$ cat config.mk
export PLATFORM = sky130hd
export DESIGN_NAME = apu_reg_bank_flat
export DESIGN_NICKNAME = d
export VERILOG_FILES = /design/src/rtl/apu_reg_bank_pkg.sv /design/src/rtl/apu_reg_bank_if.sv /design/src/rtl/apu_reg_bank_length_counter.sv /design/src/rtl/apu_reg_bank.sv /design/src/flat_wrapper.sv
export SDC_FILE = /design/constraint.sdc
export NUM_CORES = 1
export LEC_CHECK = 0
export ABC_AREA = 0
export CAP_MARGIN = 20
export CORE_MARGIN = 2
export CORE_UTILIZATION = 55
export DETAILED_ROUTE_END_ITERATION = 8
export PLACE_DENSITY_LB_ADDON = 0.2
export SYNTH_ARGS = -nofsm -noshare
export SYNTH_HDL_FRONTEND = slang
export SYNTH_HIERARCHICAL = 1
export SYNTH_SLANG_ARGS = --single-unit
export TNS_END_PERCENT = 20
$ cat constraint.sdc
create_clock -name clk -period 5.34 [get_ports clk]
set_input_delay 0.801 -clock clk [delete_from_list [all_inputs] [get_ports clk]]
set_output_delay 0.801 -clock clk [all_outputs]
set_load 0.1 [all_outputs]
$ cat src/rtl/apu_reg_bank_pkg.sv
// Shared constants for the APU pulse register front end: register offsets,
// the length-counter load table and the per-channel register grouping.
package apu_reg_bank_pkg;

   // Register offsets relative to $4000.
   localparam logic [4:0] REG_P1_CTRL  = 5'h00;
   localparam logic [4:0] REG_P1_SWEEP = 5'h01;
   localparam logic [4:0] REG_P1_LO    = 5'h02;
   localparam logic [4:0] REG_P1_HI    = 5'h03;
   localparam logic [4:0] REG_P2_CTRL  = 5'h04;
   localparam logic [4:0] REG_P2_SWEEP = 5'h05;
   localparam logic [4:0] REG_P2_LO    = 5'h06;
   localparam logic [4:0] REG_P2_HI    = 5'h07;
   localparam logic [4:0] REG_STATUS   = 5'h15;

   // Bit position of the length-halt flag inside $4000/$4004.
   localparam int HALT_BIT = 5;

   // Length counter load values, indexed by bits [7:3] of $4003/$4007.
   localparam logic [7:0] LEN_TABLE [32] = '{
      8'd10,  8'd254, 8'd20,  8'd2,   8'd40,  8'd4,   8'd80,  8'd6,
      8'd160, 8'd8,   8'd60,  8'd10,  8'd14,  8'd12,  8'd26,  8'd14,
      8'd12,  8'd16,  8'd24,  8'd18,  8'd48,  8'd20,  8'd96,  8'd22,
      8'd192, 8'd24,  8'd72,  8'd26,  8'd16,  8'd28,  8'd32,  8'd30
   };

   // The four bytes that make up one pulse channel's register set.
   typedef struct packed {
      logic [7:0] ctrl;   // duty / halt / volume
      logic [7:0] sweep;
      logic [7:0] lo;     // period low byte
      logic [7:0] hi;     // length index / period high bits
   } pulse_regs_t;

   // Look up the load value for a 5-bit length index.
   function automatic logic [7:0] len_lookup(input logic [4:0] idx);
      return LEN_TABLE[idx];
   endfunction

endpackage

$ cat src/rtl/apu_reg_bank_if.sv
// CPU-side register bus between the bus adapter and the APU register bank.
//
// Handshake: a write is a single-cycle cpu_we pulse with cpu_addr/cpu_wdata
// valid in the same cycle; a read is a single-cycle cpu_re pulse answered
// exactly one cycle later by a single-cycle cpu_rvalid with cpu_rdata. There
// is no ready/backpressure: the slave accepts one access every cycle. When
// cpu_we and cpu_re coincide the write wins and no cpu_rvalid is returned.
interface apu_reg_bank_if;
   logic [4:0] cpu_addr;
   logic [7:0] cpu_wdata;
   logic       cpu_we;
   logic       cpu_re;
   logic [7:0] cpu_rdata;
   logic       cpu_rvalid;

   modport master (
      output cpu_addr, cpu_wdata, cpu_we, cpu_re,
      input  cpu_rdata, cpu_rvalid
   );

   modport slave (
      input  cpu_addr, cpu_wdata, cpu_we, cpu_re,
      output cpu_rdata, cpu_rvalid
   );
endinterface

$ cat src/rtl/apu_reg_bank_length_counter.sv
// One pulse channel's 8-bit length counter. Clearing the enable wins over
// everything, then a table load, then a half-frame decrement. The counter
// saturates at zero.
module apu_reg_bank_length_counter
   import apu_reg_bank_pkg::*;
(
   input  logic       clk,
   input  logic       rst_n,
   input  logic       enable,      // channel enable as it will be after this edge
   input  logic       load,        // $4003/$4007 write this cycle
   input  logic [4:0] load_idx,
   input  logic       halt,        // registered halt flag, before any same-cycle write
   input  logic       half_frame,
   output logic [7:0] count
);

   // Count register: disable clears, load overrides a coincident tick.
   always_ff @(posedge clk or negedge rst_n) begin
      if (!rst_n) begin
         count <= 8'd0;
      end else if (!enable) begin
         count <= 8'd0;
      end else if (load) begin
         count <= len_lookup(load_idx);
      end else if (half_frame && !halt && (count != 8'd0)) begin
         count <= count - 8'd1;
      end
   end

endmodule

$ cat src/rtl/apu_reg_bank.sv
// CPU-facing register bank for the two APU pulse channels: decodes writes to
// $4000-$4007 and $4015, holds the channel register bytes, issues restart
// strobes, owns both length counters and answers $4015 status reads.
module apu_reg_bank
   import apu_reg_bank_pkg::*;
(
   input  logic        clk,
   input  logic        rst_n,
   apu_reg_bank_if.slave bus,
   input  logic        half_frame,
   output logic [7:0]  r4000,
   output logic [7:0]  r4001,
   output logic [7:0]  r4002,
   output logic [7:0]  r4003,
   output logic [7:0]  r4004,
   output logic [7:0]  r4005,
   output logic [7:0]  r4006,
   output logic [7:0]  r4007,
   output logic        p1_restart,
   output logic        p2_restart,
   output logic        p1_active,
   output logic        p2_active
);

   pulse_regs_t p1_regs;
   pulse_regs_t p2_regs;
   logic [1:0]  en_q;
   logic [1:0]  en_next;
   logic        wr_status;
   logic        wr_p1_hi;
   logic        wr_p2_hi;
   logic        wr_pulse;
   logic        rd_req;
   logic [7:0]  p1_len;
   logic [7:0]  p2_len;

   // Address decode; a write in the same cycle as a read suppresses the read.
   always_comb begin
      wr_status = bus.cpu_we && (bus.cpu_addr == REG_STATUS);
      wr_p1_hi  = bus.cpu_we && (bus.cpu_addr == REG_P1_HI);
      wr_p2_hi  = bus.cpu_we && (bus.cpu_addr == REG_P2_HI);
      wr_pulse  = bus.cpu_we && (bus.cpu_addr[4:3] == 2'b00);
      rd_req    = bus.cpu_re && !bus.cpu_we;
      en_next   = wr_status ? bus.cpu_wdata[1:0] : en_q;
   end

   // Pulse register storage for offsets 0x00-0x07.
   always_ff @(posedge clk or negedge rst_n) begin
      if (!rst_n) begin
         p1_regs <= '0;
         p2_regs <= '0;
      end else if (wr_pulse) begin
         case (bus.cpu_addr)
            REG_P1_CTRL:  p1_regs.ctrl  <= bus.cpu_wdata;
            REG_P1_SWEEP: p1_regs.sweep <= bus.cpu_wdata;
            REG_P1_LO:    p1_regs.lo    <= bus.cpu_wdata;
            REG_P1_HI:    p1_regs.hi    <= bus.cpu_wdata;
            REG_P2_CTRL:  p2_regs.ctrl  <= bus.cpu_wdata;
            REG_P2_SWEEP: p2_regs.sweep <= bus.cpu_wdata;
            REG_P2_LO:    p2_regs.lo    <= bus.cpu_wdata;
            REG_P2_HI:    p2_regs.hi    <= bus.cpu_wdata;
            default:      ;
         endcase
      end
   end

   // Channel enables from $4015 bits [1:0].
   always_ff @(posedge clk or negedge rst_n) begin
      if (!rst_n) begin
         en_q <= 2'b00;
      end else begin
         en_q <= en_next;
      end
   end

   // Restart strobes: high for the single cycle after a $4003/$4007 write.
   always_ff @(posedge clk or negedge rst_n) begin
      if (!rst_n) begin
         p1_restart <= 1'b0;
         p2_restart <= 1'b0;
      end else begin
         p1_restart <= wr_p1_hi;
         p2_restart <= wr_p2_hi;
      end
   end

   // Read response: status uses the counters as they were before this edge.
   always_ff @(posedge clk or negedge rst_n) begin
      if (!rst_n) begin
         bus.cpu_rvalid <= 1'b0;
         bus.cpu_rdata  <= 8'h00;
      end else begin
         bus.cpu_rvalid <= rd_req;
         if (rd_req && (bus.cpu_addr == REG_STATUS)) begin
            bus.cpu_rdata <= {6'b000000, (p2_len != 8'd0), (p1_len != 8'd0)};
         end else begin
            bus.cpu_rdata <= 8'h00;
         end
      end
   end

   apu_reg_bank_length_counter u_len_p1 (
      .clk        (clk),
      .rst_n      (rst_n),
      .enable     (en_next[0]),
      .load       (wr_p1_hi),
      .load_idx   (bus.cpu_wdata[7:3]),
      .halt       (p1_regs.ctrl[HALT_BIT]),
      .half_frame (half_frame),
      .count      (p1_len)
   );

   apu_reg_bank_length_counter u_len_p2 (
      .clk        (clk),
      .rst_n      (rst_n),
      .enable     (en_next[1]),
      .load       (wr_p2_hi),
      .load_idx   (bus.cpu_wdata[7:3]),
      .halt       (p2_regs.ctrl[HALT_BIT]),
      .half_frame (half_frame),
      .count      (p2_len)
   );

   assign r4000 = p1_regs.ctrl;
   assign r4001 = p1_regs.sweep;
   assign r4002 = p1_regs.lo;
   assign r4003 = p1_regs.hi;
   assign r4004 = p2_regs.ctrl;
   assign r4005 = p2_regs.sweep;
   assign r4006 = p2_regs.lo;
   assign r4007 = p2_regs.hi;

   assign p1_active = (p1_len != 8'd0);
   assign p2_active = (p2_len != 8'd0);

endmodule

$ cat src/flat_wrapper.sv
// flat-port wrapper written by rule: the top's interface ports become plain ports
module apu_reg_bank_flat import apu_reg_bank_pkg::*;
  (clk, rst_n, half_frame, r4000, r4001, r4002, r4003, r4004, r4005, r4006, r4007, p1_restart, p2_restart, p1_active, p2_active, bus_cpu_addr, bus_cpu_wdata, bus_cpu_we, bus_cpu_re, bus_cpu_rdata, bus_cpu_rvalid);
  apu_reg_bank_if bus_i ();
  input  logic clk;
  input  logic rst_n;
  input  logic half_frame;
  output logic [7:0] r4000;
  output logic [7:0] r4001;
  output logic [7:0] r4002;
  output logic [7:0] r4003;
  output logic [7:0] r4004;
  output logic [7:0] r4005;
  output logic [7:0] r4006;
  output logic [7:0] r4007;
  output logic p1_restart;
  output logic p2_restart;
  output logic p1_active;
  output logic p2_active;
  input wire logic [$bits(bus_i.cpu_addr)-1:0] bus_cpu_addr;
  input wire logic [$bits(bus_i.cpu_wdata)-1:0] bus_cpu_wdata;
  input wire logic [$bits(bus_i.cpu_we)-1:0] bus_cpu_we;
  input wire logic [$bits(bus_i.cpu_re)-1:0] bus_cpu_re;
  output wire logic [$bits(bus_i.cpu_rdata)-1:0] bus_cpu_rdata;
  output wire logic [$bits(bus_i.cpu_rvalid)-1:0] bus_cpu_rvalid;
  assign bus_i.cpu_addr = bus_cpu_addr;
  assign bus_i.cpu_wdata = bus_cpu_wdata;
  assign bus_i.cpu_we = bus_cpu_we;
  assign bus_i.cpu_re = bus_cpu_re;
  assign bus_cpu_rdata = bus_i.cpu_rdata;
  assign bus_cpu_rvalid = bus_i.cpu_rvalid;
  apu_reg_bank u_core (.clk(clk), .rst_n(rst_n), .bus(bus_i), .half_frame(half_frame), .r4000(r4000), .r4001(r4001), .r4002(r4002), .r4003(r4003), .r4004(r4004), .r4005(r4005), .r4006(r4006), .r4007(r4007), .p1_restart(p1_restart), .p2_restart(p2_restart), .p1_active(p1_active), .p2_active(p2_active));
endmodule
==> flow_summary.ini, run 1 <==
[placed_design]
numPortBuffers = 88
gp_congestion = 0.8613
dpl.hpwl_microns = 7002

[sta]
finalSetupViolations = 0
finalCriticalPeriod_ns = 3.096
hold_viol = 0
drv_slew = 0
fin_hold_ws_ns = 0.2801
grt_setup_unrepaired = false
skew_ns = 0.008098
worstMarginPinSlew_ns = 1.030
finalSetupTns_ns = 0
period_share_pct = 57.97
max_freq_mhz = 323.0
relSlewSlack_pct = 31.14

[worst_setup_path]
crit_type = reg2out
crit_path_cell_trace = nor4_1 -> nand2_1 -> clkdlybuf4s50_1
critPathSlowestCell = clkdlybuf4s50_1
cp.arrival_ns = 2.29
cpLargestDelayFamily = buffers and inverters
required_ns = 4.54
critical_path.max_fanout = 7
end_kind = primary output
ff2ff_setup_slack_ns = 3.31
cp.buffers_inverters = 1
regToRegEndpoint = u_core/u_len_p1/count[1]$_DFFE_PN0P_
startpoint_type = flip-flop
r2r_start = u_core/u_len_p1/count[0]$_DFFE_PN0P_
rr_worst_depth = 6
slowest_delay_ns = 0.98

[die]
fp.dieW_microns = 93.80
io_pins = 95
core_sq_um = 7767
start_util_pct = 57.10
std_cell_rows = 32
die-height_microns = 93.80
die_area_sq_um = 8798

[layout]
area_growth_pct = 26.63
fin_nets = 500
layout-drive-gt1-share_pct = 19.53
final_cell_mix = 87 x clkdlybuf4s50_1, 87 x dfrtp_1, 60 x mux2_2
diodes = 0

[synth]
ys_ff_latch = 87
avgSynthCellArea_sq_um = 11.89
synth_cells = 373
ys_seq_area_share_pct = 49.08
synth_edf_count = 0
ys.flop_type = dfrtp_1
synth-async-reset-ratio_pct = 100.0
yosysWarningCount = 6
synth_cell_types = 61
netlist_area_sq_um = 4436

[route]
dr.pass1.iters = 4
wl_met2_microns = 4691
drc_errors = 0
via_per_inst = 5.735
m1WireLength_microns = 4695
top_layer = met4
routed_wl_microns = 10310
wl_met3_microns = 763
wl_per_cell_microns = 17.99
ant_nets = 0
drt_iter0_drc = 185
vias = 3286

[clock_tree]
postCtsHoldBufs = 0
clockBufferDepth = 2
clk_pin_slew_ns = 0.09
post_cts_resized = 0
htree_levels = 3
numCtsBuffers = 9
cts_tree = built
insertion_delay_ns = 0.36
cts_setup_buffers = 0
clockRootBuffer = clkbuf_8
cts.sinks = 87

[power]
pwr-share-clk_pct = 17.0
power_density_nw_per_um2 = 461.8
netSwitchingFraction_pct = 50.80
internal-power_w = 0.001276
total_power_w = 0.002594
comb_power_share_pct = 51.0
p_seq_share_pct = 32.0
irDropWorstVdd_uv = 398.8
p_sw_w = 0.001318
leakage_nw = 2.526

[global_route]
grt_antenna_before_repair = 0
grt_max_degree = 88
grt_pass1_vias = 3341
overflow = 0
grt_first_pass_wirelength_microns = 16690
grt_usage_pct = 24.90

[worst_hold_path]
hold_path.class = in2async

[job]
cap_violations = 0

[status]
status = finished clean
[layer usage]
| metal | vias to the layer above | global-route usage [%] |
|---|---|---|
| met4 | 0 | 6.643 |
| met2 | 108 | 37.68 |
| met1 | 1620 | 34.42 |
| met3 | 14 | 8.587 |
| li1 | 1544 | - |
| met5 | - | 0 |
[cells by family after synthesis]
group	after synthesis	synth area share (%)
AO/OA/AOI/OAI	71	11.06
XOR/XNOR	7	1.382
adder cells (fa/ha/maj)	16	4.513
buffers and inverters	34	3.526
flip-flops	87	49.08
multiplexers	75	19.44
other	1	0.08455
AND/OR/NAND/NOR	82	10.92
[synthesized netlist by cell type (4+ instances only)]
| cell type | n | share of area (%) |
|---|---|---|
| mux2i_1 | 4 | 0.90 |
| dfrtp_1 | 87 | 49 |
| buf_2 | 5 | 0.56 |
| inv_1 | 17 | 1.4 |
| o21ai_0 | 13 | 1.5 |
| mux2_2 | 60 | 15 |
| a211oi_1 | 4 | 0.68 |
| nor2_1 | 15 | 1.3 |
| clkbuf_1 | 5 | 0.42 |
| nor4_1 | 4 | 0.56 |
| nand2_1 | 17 | 1.4 |
| o211ai_1 | 4 | 0.68 |
| buf_4 | 6 | 1.0 |
| and3_1 | 4 | 0.56 |
| nor2b_1 | 11 | 1.6 |
| a21oi_1 | 17 | 1.9 |
| mux2_1 | 9 | 2.3 |
| xnor2_1 | 6 | 1.2 |
| ha_1 | 16 | 4.5 |
[power groups by stage]
stage | logic, W | registers (W) | clock network (W)
detailed placement | 0.00132 | 0.000843 | 0
CTS | 0.00132 | 0.000832 | 0.000453
floorplan | 0.000306 | 0.00154 | 0
finish | 0.00132 | 0.000831 | 0.000441
global route | 0.00137 | 0.000846 | 0.000486
global placement | 0.00131 | 0.000837 | 0
[cell type report]
| class | count | area (sq um) |
|---|---|---|
| Timing Repair Buffer | 93 | 935.9 |
| Inverter | 18 | 67.56 |
| Tap cell | 102 | 127.6 |
| Clock inverter | 6 | 50.05 |
| Multi-Input combinational cell | 257 | 2121 |
| Sequential cell | 87 | 2177 |
| Clock buffer | 10 | 137.6 |
| Fill cell | 554 | 2151 |
[how the worst max path moves through the flow]
| stage | startpoint | to | slack [ns] | cells after the start |
|---|---|---|---|---|
| 4_1_cts | u_core/u_len_p2/count[3]$_DFFE_PN0P_ | p2_active | 2.21 | 3 |
| 3_5_place_dp | bus_cpu_wdata[3] | u_core/u_len_p1/count[5]$_DFFE_PN0P_ | 1.90 | 7 |
| 3_3_place_gp | bus_cpu_wdata[3] | u_core/u_len_p1/count[5]$_DFFE_PN0P_ | 2.09 | 7 |
| 5_1_grt | bus_cpu_wdata[3] | u_core/u_len_p1/count[5]$_DFFE_PN0P_ | 2.11 | 7 |
| 6_report | u_core/u_len_p2/count[3]$_DFFE_PN0P_ | p2_active | 2.24 | 3 |
| 2_1_floorplan | bus_cpu_addr[2] | u_core/u_len_p2/count[5]$_DFFE_PN0P_ | 3.02 | 7 |
[stage by stage]
| stage | cell area (sq um) | setup WS [ns] | instances | util [%] |
|---|---|---|---|---|
| finish | 5617 | 2.244 | 573 | 72.31 |
| CTS | 5589 | 2.209 | 572 | 71.96 |
| global placement | 5401 | 2.095 | 556 | 69.54 |
| floorplan | 4454 | 3.021 | 378 | - |
| detailed placement | 5401 | 1.904 | 556 | 69.54 |
| global route | 5617 | 2.112 | 573 | 72.31 |
[worst reg2reg max path: stages (launching register included)]
cell	delay, ns
dfrtp_1	0.44
inv_1	0.10
ha_1	0.19
nor3b_1	0.57
a21oi_1	0.22
mux2_2	0.30
o21ai_0	0.13
No activity file was read; power rests on OpenSTA's default activity.
==> run 2: changes to the inputs <==
--- a/config.mk
+++ b/config.mk
@@ -8,7 +8,7 @@
 export ABC_AREA = 0
 export CAP_MARGIN = 20
 export CORE_MARGIN = 2
-export CORE_UTILIZATION = 55
+export CORE_UTILIZATION = 46
 export DETAILED_ROUTE_END_ITERATION = 8
 export PLACE_DENSITY_LB_ADDON = 0.2
 export SYNTH_ARGS = -nofsm -noshare
==> constraint.sdc (replaced) <==
create_clock -name clk -period 2.6 [get_ports clk]
set_input_delay 0.39 -clock clk [delete_from_list [all_inputs] [get_ports clk]]
set_output_delay 0.39 -clock clk [all_outputs]
set_load 0.1 [all_outputs]
==> flow_summary.ini, run 2 (synthesis gave the netlist of run 1 again) <==
[status]
status = finished clean

[power]
irDropWorstVdd_uv = 671.1
leakage_nw = 2.673
power_density_nw_per_um2 = 951.4

[layout]
final_cells = 608
final_common_cell = dfrtp_1
area_growth_pct = 25.16
fill_cells = 811
post-route-util_pct = 59.80
fin_nets = 509
layout-drive-gt1-share_pct = 35.70
diodes = 0
final_cell_mix = 87 x dfrtp_1, 84 x buf_4, 60 x mux2_2

[route]
wl_per_cell_microns = 17.52
drt_iter0_drc = 165
vias = 3298
ant_nets = 0
drc_errors = 0
dr.pass1.iters = 4
routed_wl_microns = 10650
via_per_inst = 5.424

[die]
die_area_sq_um = 10440
fp.dieW_microns = 102.2
die-height_microns = 102.2
start_util_pct = 47.78
io_pins = 95
core_sq_um = 9284
std_cell_rows = 35

[job]
cap_violations = 0

[global_route]
grt_pass1_vias = 3351
grt_usage_pct = 21.53
grt_max_degree = 48
grt_antenna_before_repair = 0
grt_first_pass_wirelength_microns = 17240
overflow = 0

[worst_hold_path]
hold_path.class = in2async

[sta]
worstMarginPinSlew_ns = 0.5433
finalCriticalPeriod_ns = 2.162
drv_slew = 0
grt_setup_unrepaired = false
finalSetupViolations = 0
finalSetupTns_ns = 0
fin_hold_ws_ns = 0.009719
skew_ns = 0.003591
hold_viol = 0
period_share_pct = 83.14
relSlewSlack_pct = 63.70
max_freq_mhz = 462.6

[worst_setup_path]
critical_path.max_fanout = 7
end_kind = flip-flop
r2r_start = u_core/u_len_p1/count[0]$_DFFE_PN0P_
startpoint_type = input port
required_ns = 2.83
crit_start = bus_cpu_addr[1]
cp.arrival_ns = 2.39
rr_worst_depth = 6
crit_type = in2reg

[clock_tree]
post_cts_resized = 0
cts.sinks = 87
htree_levels = 3
cts_tree = built
numCtsBuffers = 9
postCtsHoldBufs = 0
cts_setup_buffers = 0
insertion_delay_ns = 0.35
clockBufferDepth = 2
clk_pin_slew_ns = 0.09
clockRootBuffer = clkbuf_8

[placed_design]
place_inst = 593
numPortBuffers = 88
gp_congestion = 0.8469
dpl.hpwl_microns = 7752
[run 2: worst paths after layout]
| check | to | slack [ns] |
|---|---|---|
| worst max-delay path | u_core/u_len_p2/count[4]$_DFFE_PN0P_ | 0.44 |
| worst min-delay path | u_core/r4000[1]$_DFFE_PN0P_ | 0.01 |
| worst max register to register | u_core/u_len_p1/count[1]$_DFFE_PN0P_ | 0.69 |
| worst min register to register | u_core/r4004[6]$_DFFE_PN0P_ | 0.51 |
| max in group asynchronous | u_core/r4007[0]$_DFFE_PN0P_ | 1.95 |
| min in group clk | u_core/r4004[6]$_DFFE_PN0P_ | 0.51 |
[run 2: area by class of cell]
| cell class | count | area [sq um] | area share (%) |
|---|---|---|---|
| multi-input combinational | 257 | 2121 | 38.20 |
| clock inverter | 6 | 70.07 | 1.262 |
| timing repair buffer | 102 | 830.8 | 14.97 |
| inverter | 18 | 67.56 | 1.217 |
| clock buffer | 9 | 123.9 | 2.231 |
| sequential | 87 | 2177 | 39.22 |
| tap | 129 | 161.4 | 2.907 |
[run 2: metrics by stage]
stage               total power (W)  instance area [sq um]  worst slack [ns]
floorplan                  0.003783                   4454            0.4871
CTS                        0.005325                   5552            0.4939
detailed placement         0.004379                   5358            0.1486
finish                     0.005282                   5552            0.4383
global route               0.005492                   5552            0.3757
global placement           0.004357                   5358            0.1818
[run 2: critical path, cell delays in order]
cell and delay (ns):
clkdlybuf4s50_1 0.51, and4bb_2 0.36, and3_1 0.25, mux2_2 0.42, o21a_1 0.17, a32oi_1 0.20, o21ai_1 0.09
[run 2: metal layers]
metal	part of all wire (%)	routed length [microns]	global-route usage, %	vias up
met5	0	0	0	-
met4	0.49	52	4.308	0
met3	6.9	736	7.387	5
met2	46	4906	33.30	99
met1	47	4956	29.84	1640
li1	-	-	-	1554
[run 2: report_power, final]
| part | leakage (nW) | internal [W] | switching, W |
|---|---|---|---|
| sequential | 1.14 | 0.00157 | 0.000137 |
| clock | 0.0879 | 0.000443 | 0.000485 |
| combinational | 1.45 | 0.000598 | 0.00205 |
| total | 2.67 | 0.00261 | 0.00267 |
